### config.mk
export PLATFORM = sky130hd
export DESIGN_NAME = div_iter
export DESIGN_NICKNAME = d
export VERILOG_FILES = /design/src/rtl/div_iter.sv
export SDC_FILE = /design/constraint.sdc
export NUM_CORES = 1
export LEC_CHECK = 0
export BUFFER_PORTS_ARGS = -buffer_cell sky130_fd_sc_hd__buf_2
export CORE_MARGIN = 8
export CORE_UTILIZATION = 60
export DETAILED_ROUTE_END_ITERATION = 10
export GPL_TIMING_DRIVEN = 0
export HOLD_SLACK_MARGIN = 0.15
export PLACE_DENSITY = 0.83
export SLEW_MARGIN = 20
export SYNTH_ARGS = -nofsm -noshare
export SYNTH_HDL_FRONTEND = slang
export SYNTH_SLANG_ARGS = --single-unit
### constraint.sdc
create_clock -name clk -period 4 [get_ports clk]
set_input_delay 0.4 -clock clk [delete_from_list [all_inputs] [get_ports clk]]
set_output_delay 0.4 -clock clk [all_outputs]
set_load 0.005 [all_outputs]
### src/rtl/div_iter.sv
// div_iter -- iterative radix-2 restoring divider for the execute stage.
//
// The divider accepts one request while idle. It then produces one quotient
// bit per cycle with a single (DATA_LEN+1)-bit subtract-with-borrow, and holds
// the result until the consumer takes it. It follows the RISC-V M-extension
// semantics for DIV, DIVU, REM and REMU, including divide-by-zero and signed
// overflow.
//
// Ports:
//   clk         clock, all state changes on the rising edge
//   rst_n       asynchronous active-low reset
//   in_valid    request valid
//   in_ready    request can be accepted (high only while idle)
//   div_signed  1 = DIV/REM, 0 = DIVU/REMU
//   rem_sel     1 = return remainder, 0 = return quotient
//   dividend    dividend operand (sampled only at acceptance)
//   divisor     divisor operand (sampled only at acceptance)
//   flush       abort whatever is in progress; highest priority
//   out_valid   result valid
//   out_ready   consumer accepts the result
//   result      quotient or remainder
module div_iter #(
  parameter int DATA_LEN = 32
) (
  input  logic                clk,
  input  logic                rst_n,
  input  logic                in_valid,
  output logic                in_ready,
  input  logic                div_signed,
  input  logic                rem_sel,
  input  logic [DATA_LEN-1:0] dividend,
  input  logic [DATA_LEN-1:0] divisor,
  input  logic                flush,
  output logic                out_valid,
  input  logic                out_ready,
  output logic [DATA_LEN-1:0] result
);

  localparam int CNT_W = $clog2(DATA_LEN + 1);

  typedef enum logic [1:0] {
    IDLE = 2'd0,
    CALC = 2'd1,
    DONE = 2'd2
  } state_t;

  state_t              state_reg;
  logic [CNT_W-1:0]    cnt_reg;
  logic [DATA_LEN-1:0] rem_reg;       // partial remainder
  logic [DATA_LEN-1:0] quo_reg;       // working quotient / shifted dividend
  logic [DATA_LEN-1:0] dvs_reg;       // |divisor|
  logic                signed_reg;
  logic                rem_sel_reg;
  logic                quo_neg_reg;
  logic                rem_neg_reg;
  logic                in_ready_reg;
  logic                out_valid_reg;
  logic [DATA_LEN-1:0] result_reg;

  assign in_ready  = in_ready_reg;
  assign out_valid = out_valid_reg;
  assign result    = result_reg;

  // ---------------------------------------------------------------------
  // Request decode: operand magnitudes and special cases
  // ---------------------------------------------------------------------
  logic                dvd_neg;
  logic                dvs_neg;
  logic [DATA_LEN-1:0] dvd_abs;
  logic [DATA_LEN-1:0] dvs_abs;
  logic                div_zero;
  logic                sig_ovf;
  logic                accept;

  assign dvd_neg  = div_signed & dividend[DATA_LEN-1];
  assign dvs_neg  = div_signed & divisor[DATA_LEN-1];
  // For the most negative value the negation wraps back to itself. Read as
  // unsigned, that is still the correct magnitude.
  assign dvd_abs  = dvd_neg ? -dividend : dividend;
  assign dvs_abs  = dvs_neg ? -divisor  : divisor;
  assign div_zero = (divisor == '0);
  assign sig_ovf  = div_signed
                  && (dividend == {1'b1, {(DATA_LEN-1){1'b0}}})
                  && (divisor == '1);
  // in_ready_reg is high exactly while the state is IDLE.
  assign accept   = in_valid & in_ready_reg & ~flush;

  // ---------------------------------------------------------------------
  // One restoring step
  // ---------------------------------------------------------------------
  // The shifted remainder carries one extra bit. Because rem < |divisor|
  // <= 2^DATA_LEN-1, the shift can overflow DATA_LEN bits. With the extra
  // bit, the top bit of the (DATA_LEN+1)-bit difference is a true borrow.
  logic [DATA_LEN:0]   rem_sh;
  logic [DATA_LEN:0]   trial;
  logic                no_borrow;
  logic [DATA_LEN-1:0] rem_step;
  logic [DATA_LEN-1:0] quo_step;

  assign rem_sh    = {rem_reg, quo_reg[DATA_LEN-1]};
  assign trial     = rem_sh - {1'b0, dvs_reg};
  assign no_borrow = ~trial[DATA_LEN];
  assign rem_step  = no_borrow ? trial[DATA_LEN-1:0] : rem_sh[DATA_LEN-1:0];
  assign quo_step  = {quo_reg[DATA_LEN-2:0], no_borrow};

  // ---------------------------------------------------------------------
  // Sign fix-up applied when the result is published
  // ---------------------------------------------------------------------
  logic [DATA_LEN-1:0] quo_fix;
  logic [DATA_LEN-1:0] rem_fix;
  logic [DATA_LEN-1:0] fin_val;

  assign quo_fix = (signed_reg & quo_neg_reg) ? -quo_reg : quo_reg;
  assign rem_fix = (signed_reg & rem_neg_reg) ? -rem_reg : rem_reg;
  assign fin_val = rem_sel_reg ? rem_fix : quo_fix;

  // ---------------------------------------------------------------------
  // Control FSM with registered outputs
  // ---------------------------------------------------------------------
  // DONE is split into two phases. With out_valid low, the DONE cycle
  // publishes the result. This gives the DATA_LEN+1 latency for normal
  // requests and 1 for special cases. With out_valid high, DONE waits
  // for the handshake.
  always_ff @(posedge clk or negedge rst_n) begin
    if (!rst_n) begin
      state_reg     <= IDLE;
      cnt_reg       <= '0;
      rem_reg       <= '0;
      quo_reg       <= '0;
      dvs_reg       <= '0;
      signed_reg    <= 1'b0;
      rem_sel_reg   <= 1'b0;
      quo_neg_reg   <= 1'b0;
      rem_neg_reg   <= 1'b0;
      in_ready_reg  <= 1'b1;
      out_valid_reg <= 1'b0;
      result_reg    <= '0;
    end else if (flush) begin
      // Abort from any state. result keeps its last value.
      state_reg     <= IDLE;
      cnt_reg       <= '0;
      in_ready_reg  <= 1'b1;
      out_valid_reg <= 1'b0;
    end else begin
      case (state_reg)
        IDLE: begin
          if (accept) begin
            signed_reg   <= div_signed;
            rem_sel_reg  <= rem_sel;
            in_ready_reg <= 1'b0;
            if (div_zero) begin
              // Results come from the raw operands; no sign fix-up.
              quo_reg     <= '1;
              rem_reg     <= dividend;
              quo_neg_reg <= 1'b0;
              rem_neg_reg <= 1'b0;
              cnt_reg     <= '0;
              state_reg   <= DONE;
            end else if (sig_ovf) begin
              quo_reg     <= dividend;
              rem_reg     <= '0;
              quo_neg_reg <= 1'b0;
              rem_neg_reg <= 1'b0;
              cnt_reg     <= '0;
              state_reg   <= DONE;
            end else begin
              quo_reg     <= dvd_abs;
              rem_reg     <= '0;
              dvs_reg     <= dvs_abs;
              quo_neg_reg <= dvd_neg ^ dvs_neg;
              rem_neg_reg <= dvd_neg;
              cnt_reg     <= CNT_W'(DATA_LEN);
              state_reg   <= CALC;
            end
          end
        end

        CALC: begin
          rem_reg <= rem_step;
          quo_reg <= quo_step;
          cnt_reg <= cnt_reg - CNT_W'(1);
          if (cnt_reg == CNT_W'(1)) begin
            state_reg <= DONE;
          end
        end

        DONE: begin
          if (!out_valid_reg) begin
            result_reg    <= fin_val;
            out_valid_reg <= 1'b1;
          end else if (out_ready) begin
            out_valid_reg <= 1'b0;
            in_ready_reg  <= 1'b1;
            state_reg     <= IDLE;
          end
        end

        default: begin
          state_reg     <= IDLE;
          in_ready_reg  <= 1'b1;
          out_valid_reg <= 1'b0;
        end
      endcase
    end
  end

endmodule

==> impl_metrics.env <==
export IMPL_status="completed"
export IMPL_synth_compound_area_frac=0.258
export IMPL_num_io_pins=105
export IMPL_final_cell_mix="165 x nand2_1, 141 x dfrtp_1, 139 x o21ai_0"
export IMPL_wl_per_cell_um=18.8
export IMPL_max_vdd_ir_drop_v=0.000446
export IMPL_place_area_sq_um=11700
export IMPL_gp_congestion=0.990
export IMPL_synth_top_family_by_area="compound AO/OA/AOI/OAI gates"
export IMPL_ys_ff_latch=142
export IMPL_grt_pass1_vias=10208
export IMPL_synth_fa_ha_area_frac=0.0465
export IMPL_n_fill_cell=1490
export IMPL_cts_root_buf="clkbuf_16"
export IMPL_syn_inst=1384
export IMPL_num_rows=49
export IMPL_drv_cap=0
export IMPL_slew_viol_final=0
export IMPL_period_share=0.978
export IMPL_start_util=0.610
export IMPL_final_nets=1619
export IMPL_synth_nets=1495
export IMPL_synthFlopType="dfrtp_1"
export IMPL_setup_viol=0
export IMPL_track_usage=0.289
export IMPL_finClkSkew_ns=0.00575
export IMPL_worstPathCellList="inv_1, ha_1, fa_1, nand2b_1, a21oi_1, o21bai_1, a211oi_2, o31ai_1, a21o_1, a211oi_4, buf_4, clkbuf_4, clkbuf_4, a31oi_1, a22oi_1"
export IMPL_die_x_um=151
export IMPL_cts_buffers=17
export IMPL_route_detailed_drc=0
export IMPL_syn_area_sq_um=10900
export IMPL_synth_mux_area_frac=0.00779
export IMPL_wl_mm=32.9
export IMPL_cp_slowest_stage_delay_ns=0.46
export IMPL_pre_cts_ws_ns=-0.226
export IMPL_fin_area_sq_um=12400
export IMPL_postRouteAntennaNets=0
export IMPL_die_y_um=151
export IMPL_final_hold_viol_count=0
export IMPL_syn_avg_cell_area_sq_um=7.89
export IMPL_crit_type="reg -> reg"
export IMPL_crit_path_start_kind="flop"
export IMPL_power_total_uw=11000
export IMPL_period_needed_ns=3.91
export IMPL_final_common_cell="nand2_1"
export IMPL_dp_cells=1715
export IMPL_required_ns=4.35
export IMPL_crit_buf_inv=4
export IMPL_path_common_cell="clkbuf_4"
export IMPL_leakage_uw=0.00537
export IMPL_grt_max_degree=103
export IMPL_grt_overflow=0
export IMPL_drive_gt1_frac=0.128
export IMPL_synthArstFlopShare=1.00
export IMPL_fmaxAchievable_ghz=0.256
export IMPL_worstMarginPinSlew_ns=0.857
export IMPL_dp_hpwl_mm=26.1
export IMPL_layoutNonFillerInstCount=1752
export IMPL_grt_pass1_wl_mm=52.0
export IMPL_drt_initial_drc_count=1108
export IMPL_crit_path_max_fanout=10
export IMPL_min_path_type="in -> reg"
export IMPL_cp_arrival_ns=4.26
export IMPL_area_delta_synth_final_pct=13.6
export IMPL_synthXorXnorAreaFrac=0.113
export IMPL_yosys_area_share_simple=0.193
export IMPL_synth_edf_count=0
export IMPL_cts_htree_levels=4
export IMPL_port_buffers=101
export IMPL_dieArea_sq_um=22800
export IMPL_avgViaCountPerCell=6.17
export IMPL_vias=10815
export IMPL_multi_input_area_sq_um=6770
export IMPL_cp_slowest_cell="dfrtp_1"
export IMPL_final_seq_area_sq_um=3550
export IMPL_rsz0062_at_grt="false"
export IMPL_cts_num_sinks=142
export IMPL_clock_latency_ns=0.44
export IMPL_clock_path_buffers=2
export IMPL_ys_warnings_count=0
export IMPL_endpoint_kind="flop"
export IMPL_drtPass1Iterations=6
export IMPL_ys_seq_area_frac=0.326
export IMPL_setup_ws_ns=0.0870
export IMPL_crit_family="compound AO/OA/AOI/OAI gates"
export IMPL_power_density_nw_per_um2=886
export IMPL_core_sq_um=17900
export IMPL_synth_distinct_cells=79
export IMPL_cts_clk_slew_worst_paths_ns=0.06
export IMPL_worst_slew_margin_rel=0.414
export IMPL_antenna_found_initial=2
export IMPL_cts_tree="done"
## final cells by class
type | instances | area share
clock inverters | 12 | 0.0115
well taps | 229 | 0.0231
clock buffers | 20 | 0.0368
flip-flops and latches | 142 | 0.287
repair buffers | 105 | 0.0458
plain buffers | 80 | 0.0317
inverters | 60 | 0.0182
diodes | 2 | 0.000404
multi-input cells | 1102 | 0.546
## layer usage
layer / part of all wire / wire [um] / vias up / global-route usage
li1: - / - / 5220 / -
met1: 0.40 / 13300 / 4950 / 0.356
met2: 0.47 / 15400 / 536 / 0.478
met3: 0.082 / 2710 / 107 / 0.0475
met4: 0.047 / 1560 / 2 / 0.156
met5: 0.00027 / 9 / - / 0
## what timing repair did
item	in CTS	in global routing
hold buffers	1	0
buffers inserted	0	2
endpoints found under the setup margin	33	28
pin swaps	0	1
gates resized for setup	2	10
endpoints found under the hold margin	40	0
## synth_stat cells, types with 9 or more instances
| cell type | n | area, sq um |
|---|---|---|
| o31ai_1 | 28 | 210 |
| dfrtp_1 | 141 | 3530 |
| xnor2_1 | 72 | 631 |
| o41ai_1 | 9 | 78.8 |
| or3_1 | 13 | 81.3 |
| a21oi_1 | 131 | 656 |
| inv_1 | 60 | 225 |
| or4_1 | 10 | 75.1 |
| ha_1 | 39 | 488 |
| buf_2 | 10 | 50.1 |
| nand2b_1 | 12 | 75.1 |
| a31oi_1 | 31 | 194 |
| xor2_1 | 69 | 604 |
| and3_1 | 10 | 62.6 |
| nand4_1 | 9 | 56.3 |
| o22ai_1 | 27 | 169 |
| nand2_1 | 165 | 619 |
| o21ai_0 | 139 | 696 |
| nand3_1 | 22 | 110 |
| nor4_1 | 16 | 100 |
| clkbuf_1 | 57 | 214 |
| nor2b_1 | 9 | 56.3 |
| a211oi_1 | 10 | 75.1 |
| nor3_1 | 42 | 210 |
| nor2_1 | 98 | 368 |
| o21ai_1 | 32 | 160 |
| a21o_1 | 15 | 113 |
## metrics by stage
step,utilization,hold slack (ns),TNS [ns]
6_report,0.693,0.195,0
5_1_grt,0.693,0.195,0
4_1_cts,0.691,0.195,0
3_5_place_dp,0.656,0.296,-4.04
3_3_place_gp,0.654,0.448,-2.56
2_1_floorplan,-,0.104,0
## power breakdown
part / internal (uW) / total (uW) / switching, uW
Sequential: 2110 / 2990 / 883
Clock: 1000 / 1620 / 618
Combinational: 2600 / 6380 / 3780
Total: 5710 / 11000 / 5280
## worst paths after layout
path	cells past startpoint	startpoint	endpoint	slack [ns]
setup / recovery	15	quo_reg[31]	rem_reg[22]	0.09
setup reg to reg	15	quo_reg[31]	rem_reg[22]	0.09
min in group asynchronous	2	rst_n	cnt_reg[3]	0.42
hold / removal	2	rem_sel	rem_sel_reg	0.20
max in group asynchronous	3	rst_n	result[24]	2.80
hold reg to reg	2	result[25]	result[25]	0.46
## cell families after synthesis
logic type,Yosys count
AO/OA/AOI/OAI,473
AND/OR/NAND/NOR,440
flip-flops,142
XOR/XNOR,141
buffers and inverters,140
adder cells (fa/ha/maj),40
multiplexers,8
Note: power is estimated with default switching activity, not from simulation.
